File: config.mk
export PLATFORM = sky130hd
export DESIGN_NAME = pwm_capture
export DESIGN_NICKNAME = d
export VERILOG_FILES = /design/src/rtl/pwm_capture.sv
export SDC_FILE = /design/constraint.sdc
export NUM_CORES = 1
export LEC_CHECK = 0
export CORE_MARGIN = 2
export CORE_UTILIZATION = 55
export DETAILED_ROUTE_END_ITERATION = 8
export MAX_ROUTING_LAYER = met4
export PLACE_DENSITY = 0.79
export SLEW_MARGIN = 15
export SYNTH_ARGS = -nofsm -noshare
export SYNTH_HDL_FRONTEND = slang
export SYNTH_SLANG_ARGS = --single-unit
File: constraint.sdc
create_clock -name clk -period 4.3 [get_ports clk]
set_input_delay 0.86 -clock clk [delete_from_list [all_inputs] [get_ports clk]]
set_output_delay 0.86 -clock clk [all_outputs]
set_load 0.03 [all_outputs]
File: src/rtl/pwm_capture.sv
// pwm_capture: measures high time and period of an asynchronous PWM input in clk cycles.
// Latency: res_valid rises 4 clk after the pwm_in rise that closes a measured period.
// Backpressure: one-deep result holding register; a capture arriving while it is full and not accepted is discarded and pulses dropped.
module pwm_capture #(
  parameter int W = 8
) (
  input  logic         clk,
  input  logic         reset,
  input  logic         enable,
  input  logic         pwm_in,
  input  logic         res_ready,
  output logic         res_valid,
  output logic [W-1:0] res_high,
  output logic [W-1:0] res_period,
  output logic         res_ovf,
  output logic         dropped
);

  localparam logic [W-1:0] CNT_MAX = {W{1'b1}};
  localparam logic [W-1:0] CNT_ONE = {{(W-1){1'b0}}, 1'b1};

  typedef enum logic [1:0] {IDLE, ARM, HIGH, LOW} state_t;

  state_t       r_state;
  logic         r_sync1;
  logic         r_sync2;
  logic         r_sync3;
  logic [W-1:0] r_high_cnt;
  logic [W-1:0] r_per_cnt;
  logic         r_ovf;
  logic         r_valid;
  logic [W-1:0] r_res_high;
  logic [W-1:0] r_res_per;
  logic         r_res_ovf;
  logic         r_dropped;

  logic         w_rise;
  logic         w_fall;
  logic         w_cap;
  logic         w_high_sat;
  logic         w_per_sat;
  logic [W-1:0] w_cap_high;

  assign w_rise     = r_sync2 & ~r_sync3;
  assign w_fall     = ~r_sync2 & r_sync3;
  // A rise closes a period only once a measurement is running (HIGH or LOW).
  assign w_cap      = enable & w_rise & ((r_state == HIGH) || (r_state == LOW));
  assign w_high_sat = (r_high_cnt == CNT_MAX);
  assign w_per_sat  = (r_per_cnt == CNT_MAX);
  // A rise seen while still HIGH means the fall was missed: the whole period counts as high.
  assign w_cap_high = (r_state == HIGH) ? r_per_cnt : r_high_cnt;

  // Two-flop synchronizer followed by the edge-detect history flop.
  always_ff @(posedge clk or posedge reset) begin
    if (reset) begin
      r_sync1 <= 1'b0;
      r_sync2 <= 1'b0;
      r_sync3 <= 1'b0;
    end else begin
      r_sync1 <= pwm_in;
      r_sync2 <= r_sync1;
      r_sync3 <= r_sync2;
    end
  end

  // Measurement FSM with saturating high/period counters; both counters start at 1 on a rise
  // so the value held at the next rise equals the cycle distance between the two detected edges.
  always_ff @(posedge clk or posedge reset) begin
    if (reset) begin
      r_state    <= IDLE;
      r_high_cnt <= '0;
      r_per_cnt  <= '0;
      r_ovf      <= 1'b0;
    end else if (!enable) begin
      r_state    <= IDLE;
      r_high_cnt <= '0;
      r_per_cnt  <= '0;
      r_ovf      <= 1'b0;
    end else begin
      case (r_state)
        IDLE: begin
          r_state    <= ARM;
          r_high_cnt <= '0;
          r_per_cnt  <= '0;
          r_ovf      <= 1'b0;
        end
        ARM: begin
          if (w_rise) begin
            r_state    <= HIGH;
            r_high_cnt <= CNT_ONE;
            r_per_cnt  <= CNT_ONE;
            r_ovf      <= 1'b0;
          end
        end
        HIGH: begin
          if (w_rise) begin
            r_high_cnt <= CNT_ONE;
            r_per_cnt  <= CNT_ONE;
            r_ovf      <= 1'b0;
          end else begin
            if (w_fall) begin
              r_state <= LOW;
            end else if (!w_high_sat) begin
              r_high_cnt <= r_high_cnt + CNT_ONE;
            end
            if (!w_per_sat) begin
              r_per_cnt <= r_per_cnt + CNT_ONE;
            end
            r_ovf <= r_ovf | w_per_sat | (w_high_sat & ~w_fall);
          end
        end
        LOW: begin
          if (w_rise) begin
            r_state    <= HIGH;
            r_high_cnt <= CNT_ONE;
            r_per_cnt  <= CNT_ONE;
            r_ovf      <= 1'b0;
          end else begin
            if (!w_per_sat) begin
              r_per_cnt <= r_per_cnt + CNT_ONE;
            end
            r_ovf <= r_ovf | w_per_sat;
          end
        end
        default: r_state <= IDLE;
      endcase
    end
  end

  // Result holding register: load on capture when empty or being drained, else drop and flag.
  always_ff @(posedge clk or posedge reset) begin
    if (reset) begin
      r_valid    <= 1'b0;
      r_res_high <= '0;
      r_res_per  <= '0;
      r_res_ovf  <= 1'b0;
      r_dropped  <= 1'b0;
    end else begin
      r_dropped <= w_cap & r_valid & ~res_ready;
      if (w_cap && (!r_valid || res_ready)) begin
        r_valid    <= 1'b1;
        r_res_high <= w_cap_high;
        r_res_per  <= r_per_cnt;
        r_res_ovf  <= r_ovf;
      end else if (r_valid && res_ready) begin
        r_valid <= 1'b0;
      end
    end
  end

  assign res_valid  = r_valid;
  assign res_high   = r_res_high;
  assign res_period = r_res_per;
  assign res_ovf    = r_res_ovf;
  assign dropped    = r_dropped;

endmodule

# Yosys cells after proc, flatten, opt, wreduce, memory -nomap -nowiden
# Cells that the tools add are included.
# classes
n_reduce_logical	12
bitwise_logic	13
n_eq_ne	12
addsub	2
mux	23
# ops
cell	n
2-to-1 mux 8 bit	9
case mux 8 bit (3 select lines)	2
adder 8 x 1 -> 8 bit (second input constant)	2
== test 8 bit (second input constant)	2
!= test 4 bit (second input constant)	3
!= test 3 bit (second input constant)	3
2-to-1 mux 2 bit	4
AND 1 bit	7
2-to-1 mux 1 bit	6
case mux 2 bit (3 select lines)	1
AND reduction 3 bit	2
== test 2 bit (second input constant)	2
inverter 1 bit	4
case mux 1 bit (4 select lines)	1
OR reduction 2 bit	2
!= test 3 x 2 -> 1 bit (second input constant)	1
== test 2 x 1 -> 1 bit (second input constant)	1
logical AND 1 bit	2
zero test 2 bit	1
logical OR 1 bit	2
bitwise OR 1 bit	2
AND reduction 2 bit	1
nonzero test 2 bit	1
zero test 1 bit	1
# word_totals
regBits	41
input_bits	5
output_inout_bits	19

# Longest topological paths before layout
# logic_depth
word_depth	8
ltp_mapped	6

# Worst setup path after synthesis
# OpenSTA, ideal clock, no wires.
# synth_path
path_kind	input-to-reg
from	in enable
to	reg r_high_cnt[5]
cell_stages	5
setup_slack_ps	2517
t_arrival_ps	1662
setup_ps	120
path_cell_list	and4b_1 > a31oi_4 > buf_4 > o22ai_1 > a41o_1
# synth_between
elab_chain_len	2
# synth_lines
element	line_no	rtl
from (decl)	9	input logic enable,
!= test 4 bit (no source line) / != test 3 x 2 -> 1 bit (equally long branches)	-	
AND reduction 3 bit (no source line)	-	
to (signal assigned)	104	r_high_cnt <= r_high_cnt + CNT_ONE;
to (decl)	28	logic [W-1:0] r_high_cnt;
# Parallel ways exist; a longest one is shown, timed or not.
# A chain may end at the register's enable or synchronous reset.

# Worst setup path after layout
# layout_path
from	in enable
to	reg r_res_per[3], in the netlist res_period[3]
# layout_between
elab_chain_len	3
# layout_lines
element	line_no	rtl
AND 1 bit (2 in series)	47	assign w_cap = enable & w_rise & ((r_state == HIGH) || (r_state == LOW));
logical AND 1 bit	140	if (w_cap && (!r_valid || res_ready)) begin
to (signal assigned)	143	r_res_per <= r_per_cnt;
to (decl)	33	logic [W-1:0] r_res_per;
# Every way passes these cells.

==> metrics.yaml <==
status: "complete, no violations"
place_area_um2: 2240
gp_congestion: 0.925
grt_overflow_total: 0
timing.setup.tns_ns: 0
core_um2: 3390
cts_resized: 0
tightest_slew_ns: 1.14
cts_tree: "yes"
synthToLayoutAreaGrowth_pct: 17.8
power_frac_comb_pct: 6.8
p_total_mw: 0.760
start_util_pct: 58.5
highest_layer: "met4"
fin_cells: 264
synth_most_common_cell: "dfrtp_1"
p_seq_share_pct: 52.7
place_inst: 256
clock.fmax_mhz: 400
first_iter_violations: 107
syn-num-nets: 200
ys_ff_latch: 41
grt_antenna_before_repair: 0
cts_sinks: 41
utilization_pct: 69.0
sw_frac_of_total_pct: 22.3
ys_top_cells_by_count: "dfrtp_1, nand2_1, o21ai_0"
startpoint_type: "input pin"
synth_top_area_share_pct: 51.7
grt_max_degree: 29
crit_required_ns: 4.55
synth_top_cell_by_area: "dfrtp_1"
cts_htree_levels: 2
port_buffers: 23
synth_cell_type_count: 42
netlist_instances: 193
yosys_warnings: 0
period_minus_slack_ns: 2.50
vias: 1569
grt_pass1_vias: 1533
slew_headroom_pct: 24.0
cp_max_fo: 28
final_area_um2: 2340
p_leak_nw: 1.01
routedWlPerCell_um: 15.3
cts_max_path_buffers: 2
cts-root-buf: "clkbuf_4"
grt_pass1_wl_um: 7090
synthArstFlopShare_pct: 100
hold_slack_ns: 0.373
hold_class: "reg -> reg"
synthFlopType: "dfrtp_1"
ir_drop_v: 0.000216
rsz0062_at_grt: "no"
route.met3.wl_um: 219
grtUsageTotal_pct: 23.0
setup_ws_ns: 1.80
vias_per_cell: 5.94
slew_violations: 0
r2r_setup_slack_ns: 1.83
fin_skew_ns: 0.0111
end_kind: "flop"
wl_met1_um: 1860
crit_arrival_ns: 2.75
fin_nets: 224
cts_hold_repair.buffers: 0
clk_pin_slew_ns: 0.12
die_area_um2: 4100
setup_viol: 0
cts_made_buffers: 5
p_clk_share_pct: 40.5
synth_area_leaders: "dfrtp_1, o21ai_0, a21oi_1"
hpwlAfterDp_um: 2900
syn_area_um2: 1980
clk-insertion-delay-late_ns: 0.35
path_class: "in -> reg"
wl_um: 4030
antennaDiodeCount: 0
yosysSeqAreaShare_pct: 51.7
remaining_drc_errors: 0
synth-edff-count: 0
syn_avg_cell_area_um2: 10.3
wl_met2_um: 1900
first_pass_iters: 4
min_period_over_period_pct: 58.1
intPower_mw: 0.591
switchingPower_mw: 0.169
drive_above_1_share_pct: 9.63
die_y_um: 64.1
post-cts-setup-buffers: 0
max_cap_viol_count: 0
hold_viol: 0
power_density_nw_per_um2: 325
ant_nets: 0
num_io_pins: 24
dieWidth_um: 64.1
rows: 21
dp_worst_setup_slack_ns: 1.42
## critical path, cell delays in order
cell	delay, ns
clkdlybuf4s50_1	0.75
nand4_2	0.64
mux2_2	0.49
## sequential cells by signal, indices dropped and copies added (netlist names), 2 cells and up
name        count
r_state         2
r_per_cnt       8
r_high_cnt      8
res_period      8
res_high        8
## routing by layer
layer / vias to the layer above / GRT usage (%)
li1: 752 / -
met1: 758 / 30.2
met2: 53 / 35.7
met3: 6 / 5.99
met4: 0 / 5.98
met5: - / -
## kinds of logic after synthesis
kind of cell,count (synthesis),synth area share [%]
AO/OA/AOI/OAI,57,18.0
flip-flops,41,51.7
AND/OR/NAND/NOR,63,17.2
XOR/XNOR,3,1.32
multiplexers,13,6.94
adder cells (fa/ha/maj),2,1.26
buffers and inverters,14,3.53
## power by group through the flow
stage | sequential (mW) | combinational (mW) | clock [mW]
final | 0.400 | 0.0519 | 0.308
after global routing | 0.401 | 0.0582 | 0.332
after CTS | 0.400 | 0.0527 | 0.311
after detailed placement | 0.408 | 0.0527 | 0
after global placement | 0.407 | 0.0509 | 0
after floorplan | 0.410 | 0.0340 | 0
## layout by cell type (no fill, tap or decap), drive strengths merged, types with 3 or more instances in the layout
master          n
nand3           7
o31ai           3
and3            5
nand4           5
a21oi          16
and2            3
clkdlybuf4s50  23
nand2          19
clkbuf          5
dfrtp          41
mux2i           7
mux2            6
a31oi           7
o21ai          19
nor2           12
inv             7
xor2            3
nand2b          4
## path summary, 6_finish.rpt
path / cells after the start / from / end
setup / recovery: 3 / enable / res_period[3]$_DFFE_PP0P_
hold / removal: 0 / r_sync1$_DFF_PP0_ / r_sync2$_DFF_PP0_
setup reg to reg: 4 / r_state[1]$_DFFE_PP0P_ / r_high_cnt[0]$_DFFE_PP0P_
hold reg to reg: 0 / r_sync1$_DFF_PP0_ / r_sync2$_DFF_PP0_
max in group asynchronous: 3 / reset / r_per_cnt[5]$_DFFE_PP0P_
min in group asynchronous: 2 / reset / res_high[1]$_DFFE_PP0P_
## cell type report
type                            count  area, µm²
Clock buffer                        5       37.5
Multi-Input combinational cell    138        888
Sequential cell                    41       1030
Tap cell                           46       57.6
Timing Repair Buffer               24        238
Clock inverter                      3       65.1
Fill cell                         263       1050
Inverter                            7       26.3
No activity file was read; power rests on OpenSTA's default activity.
